## config.mk

```make
export PLATFORM = sky130hd
export DESIGN_NAME = slice_merge_reg
export DESIGN_NICKNAME = d
export VERILOG_FILES = /design/src/rtl/slice_merge_reg.sv
export SDC_FILE = /design/constraint.sdc
export NUM_CORES = 1
export LEC_CHECK = 0
export CAP_MARGIN = 10
export CORE_MARGIN = 8
export CORE_UTILIZATION = 42
export DETAILED_ROUTE_END_ITERATION = 6
export GPL_TIMING_DRIVEN = 0
export PLACE_DENSITY_LB_ADDON = 0.1
export SLEW_MARGIN = 30
export SYNTH_ARGS = -nofsm -noshare
export SYNTH_HDL_FRONTEND = slang
export SYNTH_SLANG_ARGS = --single-unit
export TNS_END_PERCENT = 30
```

## constraint.sdc

```tcl
create_clock -name clk -period 3.9 [get_ports clk]
set_input_delay 0.78 -clock clk [delete_from_list [all_inputs] [get_ports clk]]
set_output_delay 0.78 -clock clk [all_outputs]
set_load 0.01 [all_outputs]
```

## src/rtl/slice_merge_reg.sv

```systemverilog
// ============================================================================
// slice_merge_reg : assembles bit-masked lane writes into one valid/ready word
// Optional multi-driver / overwrite detection: SLICE_MERGE_OVERLAP_CHECK_EN
// Revision: 1.0
// ============================================================================
`default_nettype none

module slice_merge_reg #(
  parameter int WIDTH = 8,
  parameter int LANES = 2,
  localparam int CW   = $clog2(WIDTH + 1)
) (
  input  logic                   clk,
  input  logic                   rst,
  input  logic [LANES-1:0]       wr_valid,
  input  logic [LANES*WIDTH-1:0] wr_data,
  input  logic [LANES*WIDTH-1:0] wr_mask,
  output logic                   wr_ready,
  input  logic                   flush,
  output logic                   out_valid,
  output logic [WIDTH-1:0]       out_data,
  input  logic                   out_ready,
  output logic [CW-1:0]          cov_count,
  output logic                   conflict_err,
  input  logic                   err_clear
);

  typedef enum logic [0:0] {
    S_FILL = 1'b0,
    S_FULL = 1'b1
  } state_t;

  state_t           state_q, state_d;
  logic [WIDTH-1:0] word_q, word_d;
  logic [WIDTH-1:0] cov_q, cov_d;

  logic             emit;
  logic [WIDTH-1:0] lane_mask;
  logic [WIDTH-1:0] wr_bits;
  logic [WIDTH-1:0] wr_vals;
  logic [WIDTH-1:0] multi_hit;
  logic [WIDTH-1:0] overwrite_hit;
  logic [WIDTH-1:0] base_word;
  logic [WIDTH-1:0] base_cov;
  logic [CW-1:0]    pop;

  always_comb begin
    wr_ready  = !flush && ((state_q == S_FILL) || out_ready);
    emit      = (state_q == S_FULL) && out_ready && !flush;
    lane_mask = '0;
    wr_bits   = '0;
    wr_vals   = '0;
    multi_hit = '0;
    // Ascending lane order lets the highest-indexed lane win each bit.
    for (int i = 0; i < LANES; i++) begin
      if (wr_ready && wr_valid[i]) begin
        lane_mask = wr_mask[i*WIDTH +: WIDTH];
        multi_hit = multi_hit | (wr_bits & lane_mask);
        wr_vals   = (wr_vals & ~lane_mask) | (wr_data[i*WIDTH +: WIDTH] & lane_mask);
        wr_bits   = wr_bits | lane_mask;
      end
    end

    // A handshaking word is retired before this cycle's writes land.
    base_word     = emit ? '0 : word_q;
    base_cov      = emit ? '0 : cov_q;
    overwrite_hit = wr_bits & base_cov;

    state_d = state_q;
    word_d  = word_q;
    cov_d   = cov_q;
    if (flush) begin
      state_d = S_FILL;
      word_d  = '0;
      cov_d   = '0;
    end else if ((state_q == S_FILL) || out_ready) begin
      word_d  = (base_word & ~wr_bits) | (wr_vals & wr_bits);
      cov_d   = base_cov | wr_bits;
      state_d = (&cov_d) ? S_FULL : S_FILL;
    end
  end

  always_ff @(posedge clk or posedge rst) begin
    if (rst) begin
      state_q <= S_FILL;
      word_q  <= '0;
      cov_q   <= '0;
    end else begin
      state_q <= state_d;
      word_q  <= word_d;
      cov_q   <= cov_d;
    end
  end

  always_comb begin
    pop = '0;
    for (int b = 0; b < WIDTH; b++) begin
      pop = pop + CW'(cov_q[b]);
    end
  end

  assign out_valid = (state_q == S_FULL);
  assign out_data  = word_q;
  assign cov_count = pop;

`ifdef SLICE_MERGE_OVERLAP_CHECK_EN
  logic err_q, err_d;

  always_comb begin
    err_d = err_q;
    if (err_clear) err_d = 1'b0;
    // A fresh conflict outranks a same-cycle clear.
    if ((|multi_hit) || (|overwrite_hit)) err_d = 1'b1;
  end

  always_ff @(posedge clk or posedge rst) begin
    if (rst) err_q <= 1'b0;
    else     err_q <= err_d;
  end

  assign conflict_err = err_q;
`else
  logic unused_detect;
  assign unused_detect = err_clear ^ (|multi_hit) ^ (|overwrite_hit);
  assign conflict_err  = 1'b0;
`endif

endmodule

`default_nettype wire
```

**Word-level counts from Yosys, hierarchy flattened**

Index checks and enable logic that the tools add are counted.

- Add/subtract/negate cells: 7
- Multiplexer cells: 13
- Bitwise gates (word level): 12
- Reductions and logical operators: 9

Operators with widths:

| kind | number |
|---|---|
| 2-to-1 mux 8 bit | 10 |
| bitwise AND 8 bit | 5 |
| bitwise OR 8 bit | 4 |
| adder 4 x 1 -> 4 bit | 4 |
| NOT 8 bit | 2 |
| AND reduction 8 bit | 1 |
| logical AND 1 bit | 5 |
| adder 3 x 1 -> 4 bit | 1 |
| adder 2 x 1 -> 3 bit | 1 |
| 2-to-1 mux 1 bit | 3 |
| adder 1 x 1 -> 2 bit | 1 |
| nonzero test 2 bit | 1 |
| logical NOT 1 bit | 1 |
| logical OR 1 bit | 1 |
| NOT 1 bit | 1 |

- Flip-flop bits (word level): 17
- Input port bits: 39
- Output and inout bits: 15
- Logic and storage cells: 44

**Longest topological paths before layout**

Gate-level depths: netlist of the first run.

- Word-level depth: 12
- Mapped depth: 9
- Mapped depth without buffers: 9

**Worst setup path before layout of the first run**

No wires, ideal clock.

- Path kind: flip-flop to output port
- From: register cov_q[0]
- To: output cov_count[2]
- Arrival time: 2.661 ns
- Required time: 3.120 ns
- Setup slack: 0.459 ns
- Cell stages (with the launch flop): 10
- Path buffers: 0
- Cells stage by stage: dfrtp_1 > inv_1 > fa_1 > fa_1 > fa_1 > inv_1 > ha_1 > inv_1 > fa_1 > xnor2_1

- Word-level cells in the longest chain between the ends: 7

RTL lines:

| element | RTL line | source |
|---|---|---|
| start: declaration | 35 | `logic [WIDTH-1:0] cov_q, cov_d;` |
| start signal: assignment | 91 | `cov_q <= cov_d;` |
| adder 1 x 1 -> 2 bit | 98 | `pop = pop + CW'(cov_q[b]);` |
| adder 2 x 1 -> 3 bit | 98 |  |
| adder 3 x 1 -> 4 bit | 98 |  |
| adder 4 x 1 -> 4 bit (4 in series) | 98 |  |
| end: declaration | 23 | `output logic [CW-1:0] cov_count,` |

Every way passes these cells.

**Final worst setup path of the first run**

- From: register cov_q[0]
- To: output cov_count[3]

The elaborated chain is that of the path after synthesis.

==> results.cfg, run 1 <==
[place]
place_ws_ns = -0.106
gp_congestion = 0.829
dpl-instance-area_um2 = 1780
hpwl_um = 3230
portBuffers = 50

[clocking]
htreeDepth = 1
cts_buffers = 3
postCtsHoldBufs = 0
cts-root-buf = clkbuf_4
clock_path_buffers = 2
cts_tree = built
clk-insertion-delay-late_ns = 0.29
clk_pin_slew_ns = 0.10
cts_num_sinks = 17

[floorplan]
initial_core_util = 0.447
die_y_um = 70.4
coreArea_um2 = 2780
io_pins = 54
row_count = 19
die_area_um2 = 4960
die_w_um = 70.4

[synth]
synth.distinct_cells = 33
synth-seq-area-share = 0.342
synth_area_leader_cell = dfrtp_1
synthesis.nets = 197
synth_edf_count = 0
ys_seq_elements = 17
synth_most_common_cell = nand2_1
netlist_top_cells_area = dfrtp_1 34%, fa_1 6.4%, nand3_1 5.6%
async_flop_share = 1.00
synth_top_area_share = 0.342
ys_warn_count = 0
synth_area_um2 = 1240
synth_flop_cell = dfrtp_1
synth_cells = 151
synth_commonest_cells = 18 x nand2_1, 17 x dfrtp_1, 15 x inv_1, 14 x nand3_1, 9 x nor2_1
avgSynthCellArea_um2 = 8.24

[drt]
drtAntennaViolNets = 0
via_per_inst = 5.68
wl_per_cell_um = 16.7
drt_iter0_markers = 53
postRouteWirelength_um = 4000
vias = 1357
drc_errors = 0
first_pass_iters = 4

[sta]
setup_viol = 1
setup_ws_ns = -0.00795
post-route-min-period_ns = 3.91
slew_viol_final = 0
period_share = 1.00
rsz0062_at_grt = yes
tightest_slew_ns = 0.693
max_freq_mhz = 256
relSlewSlack = 0.537
hold_violations = 0
hold_ws_ns = 0.540
finClkSkew_ns = 0.00591

[cells_and_area]
final_area_um2 = 1820
area_growth_pct = 46.7
num-nets-final = 255
antennaDiodeCount = 0
drive_gt1_frac = 0.0865

[status]
status = finished with violations
violations = setup timing

[critical_path]
crit_arrival_ns = 3.13
path_max_fanout = 2
crit_required_ns = 3.12
start_kind = flop
worstSetupPathType = reg2out
endpoint_kind = primary output

[global_route]
grt_util_all_layers = 0.158
grt_first_pass_wirelength_um = 6530
grt_overflow = 0
grt_pass1_vias = 1401
antenna_found_initial = 0
grt_max_degree = 18

[power]
leakagePower_nw = 0.806
power_w = 0.000552
power_density_nw_per_um2 = 303
peakVddDrop_uv = 229

[worst_hold_path]
hold_class = reg2reg

[flow_run]
drv_cap = 0
[cells by family after synthesis]
group / after synthesis / share of synthesized area
xor gates and xnor gates: 1 / 0.00704
adders and majority gates: 7 / 0.0946
AOI/OAI and AO/OA: 40 / 0.224
DFF: 17 / 0.342
other: 1 / 0.00302
buffers and inverters: 24 / 0.0855
and+or+nand+nor: 61 / 0.243
[state kept, by name, summed over array words and instances, names as in the netlist]
register,count
out_data,8
out_valid,1
cov_q,8
[area by class of cell]
type	count	area, um2
plain buffers	8	46.3
clock buffers	4	26.3
fillers	255	957
inverters	16	60.1
multi-input cells	110	714
flip-flops and latches	17	425
well taps	31	38.8
repair buffers	53	513
[report_power, final]
part	leakage, nW	switching, W	internal, W
Combinational	0.574	0.000120	0.000131
Clock	0.0150	0.0000582	0.0000398
Sequential	0.217	0.0000114	0.000193
Total	0.806	0.000189	0.000363
[timing repair]
action,4_1_cts,5_1_grt
pin swaps,0,0
resized for setup,7,5
hold endpoints to repair,0,0
setup endpoints to repair,3,3
buffers inserted,3,0
[per-stage QoR]
stage | TNS [ns] | std cells | util
final | -0.00795 | 239 | 0.656
after global routing | -0.194 | 239 | 0.656
after global placement | -0.105 | 232 | 0.641
after CTS | -0.0764 | 239 | 0.657
after detailed placement | -0.198 | 232 | 0.641
after floorplan | 0 | 151 | -
[worst max-delay path: stages (launching register included)]
cell	delay, ns
dfrtp_1	0.37
inv_2	0.04
fa_1	0.55
fa_1	0.44
fa_1	0.43
inv_1	0.08
ha_1	0.22
a21oi_1	0.17
nor2b_1	0.07
clkdlybuf4s50_1	0.48
[path summary, 6_finish.rpt]
| path | cells past startpoint | start | slack [ns] | end |
|---|---|---|---|---|
| min in group asynchronous | 2 | rst | 0.88 | out_data[2] |
| max in group asynchronous | 2 | rst | 2.58 | cov_q[6] |
| hold reg to reg | 2 | cov_q[4] | 0.54 | cov_q[4] |
| hold / removal | 2 | cov_q[4] | 0.54 | cov_q[4] |
| setup reg to reg | 7 | out_valid | 2.06 | cov_q[2] |
| setup / recovery | 9 | cov_q[0] | -0.008 | cov_count[3] |
[layer usage]
metal / global-route usage / vias up / routed length, um
met1: 0.175 / 662 / 1630
met5: 0 / - / 0
met3: 0.0494 / 2 / 279
met4: 0.0580 / 0 / 16
li1: - / 655 / -
met2: 0.274 / 38 / 2070
[placed cells by master (no fill, tap or decap), drive strengths merged, types with 3 or more instances in the layout]
| master | count |
|---|---|
| fa | 4 |
| nand2 | 18 |
| a21oi | 6 |
| a211o | 3 |
| nand4 | 8 |
| a31oi | 8 |
| dfrtp | 17 |
| o211ai | 4 |
| inv | 15 |
| a21o | 5 |
| a22oi | 7 |
| clkdlybuf4s50 | 48 |
| buf | 10 |
| nor2 | 9 |
| ha | 3 |
| clkbuf | 7 |
| nand3 | 14 |
| o21ai | 4 |
| nor3 | 3 |
| nor2b | 6 |
No activity file was read; power rests on OpenSTA's default activity.
==> run 2, diff against run 1 <==
--- a/config.mk
+++ b/config.mk
@@ -8,6 +8,7 @@
 export CAP_MARGIN = 10
 export CORE_MARGIN = 8
 export CORE_UTILIZATION = 42
+export CTS_CLUSTER_SIZE = 8
 export DETAILED_ROUTE_END_ITERATION = 6
 export GPL_TIMING_DRIVEN = 0
 export PLACE_DENSITY_LB_ADDON = 0.1
==> constraint.sdc (replaced) <==
create_clock -name clk -period 3.9 [get_ports clk]
set_input_delay 0.78 -clock clk [delete_from_list [all_inputs] [get_ports clk]]
set_output_delay 0.78 -clock clk [all_outputs]
set_load 0.005 [all_outputs]
==> results.cfg, run 2 (synthesis gave the netlist of run 1 again) <==
[cells_and_area]
final_common_cell = clkdlybuf4s50_1
drive_gt1_frac = 0.101
final_cell_mix = 47 x clkdlybuf4s50_1, 18 x nand2_1, 17 x dfrtp_1
num-nets-final = 255
area_growth_pct = 47.8
antennaDiodeCount = 0
stdcell_count = 239

[floorplan]
io_pins = 54
die_area_um2 = 4960
die_w_um = 70.4
row_count = 19
die_y_um = 70.4
initial_core_util = 0.447
coreArea_um2 = 2780

[clocking]
clock_path_buffers = 2
clk-insertion-delay-late_ns = 0.29
postCtsHoldBufs = 0
cts_tree = built
cts_buffers = 3
cts_num_sinks = 17
clk_pin_slew_ns = 0.10
htreeDepth = 1
cts-root-buf = clkbuf_4

[critical_path]
timing.rr.start = out_valid
critPathSlowestCell = fa_1
crit_chain = inv_2 > fa_1 > fa_1 > fa_2 > inv_2 > ha_4 > inv_2 > fa_2 > inv_1 > buf_2
start_kind = flop
cp_common_cell = inv_2
path_max_fanout = 2
worstSetupPathType = reg2out
endpoint_kind = primary output
crit_start = cov_q[1]
crit_arrival_ns = 3.07
crit_required_ns = 3.12
slowest_delay_ns = 0.52

[power]
leakagePower_nw = 0.810
power_density_nw_per_um2 = 305
peakVddDrop_uv = 232
power_w = 0.000560

[sta]
slew_viol_final = 0
finClkSkew_ns = 0.00179
hold_violations = 0
tightest_slew_ns = 0.689
period_share = 0.986
relSlewSlack = 0.540
rsz0062_at_grt = yes
setup_viol = 0
post-route-min-period_ns = 3.85
setup_ws_ns = 0.0546
max_freq_mhz = 260

[drt]
drtAntennaViolNets = 0
via_per_inst = 5.65
first_pass_iters = 4
drc_errors = 0
postRouteWirelength_um = 4030
vias = 1350
drt_iter0_markers = 65
wl_per_cell_um = 16.9

[place]
portBuffers = 50
hpwl_um = 3230
gp_congestion = 0.829
dp_cells = 232
place_ws_ns = -0.0711

[flow_run]
drv_cap = 0

[global_route]
grt_max_degree = 18
grt_first_pass_wirelength_um = 6650
grt_util_all_layers = 0.161
grt_pass1_vias = 1421
grt_overflow = 0
antenna_found_initial = 0

[worst_hold_path]
hold_class = reg2reg
min_from = cov_q[4]

[status]
status = finished clean
## run 2: cell count changes in the layout (fill, tap and decap cells not counted), sizes merged
| cell | delta |
|---|---|
| clkdlybuf4s50 | -1 |
| dlygate4sd2 | +1 |
## run 2: path summary, 6_finish.rpt
check / cells past startpoint / end / slack, ns
setup reg to reg: 7 / cov_q[2] / 2.06
min in group asynchronous: 2 / cov_q[1] / 0.88
hold / removal: 2 / cov_q[4] / 0.54
hold reg to reg: 2 / cov_q[4] / 0.54
setup / recovery: 10 / cov_count[1] / 0.05
max in group asynchronous: 2 / out_data[4] / 2.59
## run 2: critical path: cells and delay by family (launching register included)
family | cells | cell delay (ns)
flops | 1 | 0.37
buf+inv | 5 | 0.30
fa+ha+maj | 5 | 2.09
## run 2: per-stage QoR
step                 util  instance area [um2]  hold slack, ns  setup TNS, ns
CTS                 0.661                 1840           0.535              0
global placement    0.641                 1780           0.496        -0.0357
floorplan               -                 1240           0.472              0
detailed placement  0.641                 1780           0.512         -0.129
finish              0.661                 1840           0.536              0
global route        0.661                 1840           0.582        -0.0270
## run 2: area by class of cell
cell class	instances	area (um2)
fillers	254	943
multi-input cells	110	729
repair buffers	53	512
flip-flops and latches	17	425
inverters	16	60.1
plain buffers	8	46.3
well taps	31	38.8
clock buffers	4	26.3
## run 2: repair_timing
item	CTS	global route
setup buffers	3	0
cloned	0	0
gates resized for setup	17	0
pin swaps	3	2
setup endpoints to repair	3	3
## run 2: layer usage
layer	up-vias	global-route usage	part of all wire
li1	654	-	-
met1	643	0.177	0.40
met2	51	0.279	0.51
met3	2	0.0508	0.084
met4	0	0.0625	0.0040
met5	-	0	0
## run 2: where the power goes
part	switching, W	total [W]	internal (W)
sequential	0.0000118	0.000204	0.000193
combinational	0.000116	0.000256	0.000140
clock	0.0000599	0.0000997	0.0000398
total	0.000187	0.000560	0.000372
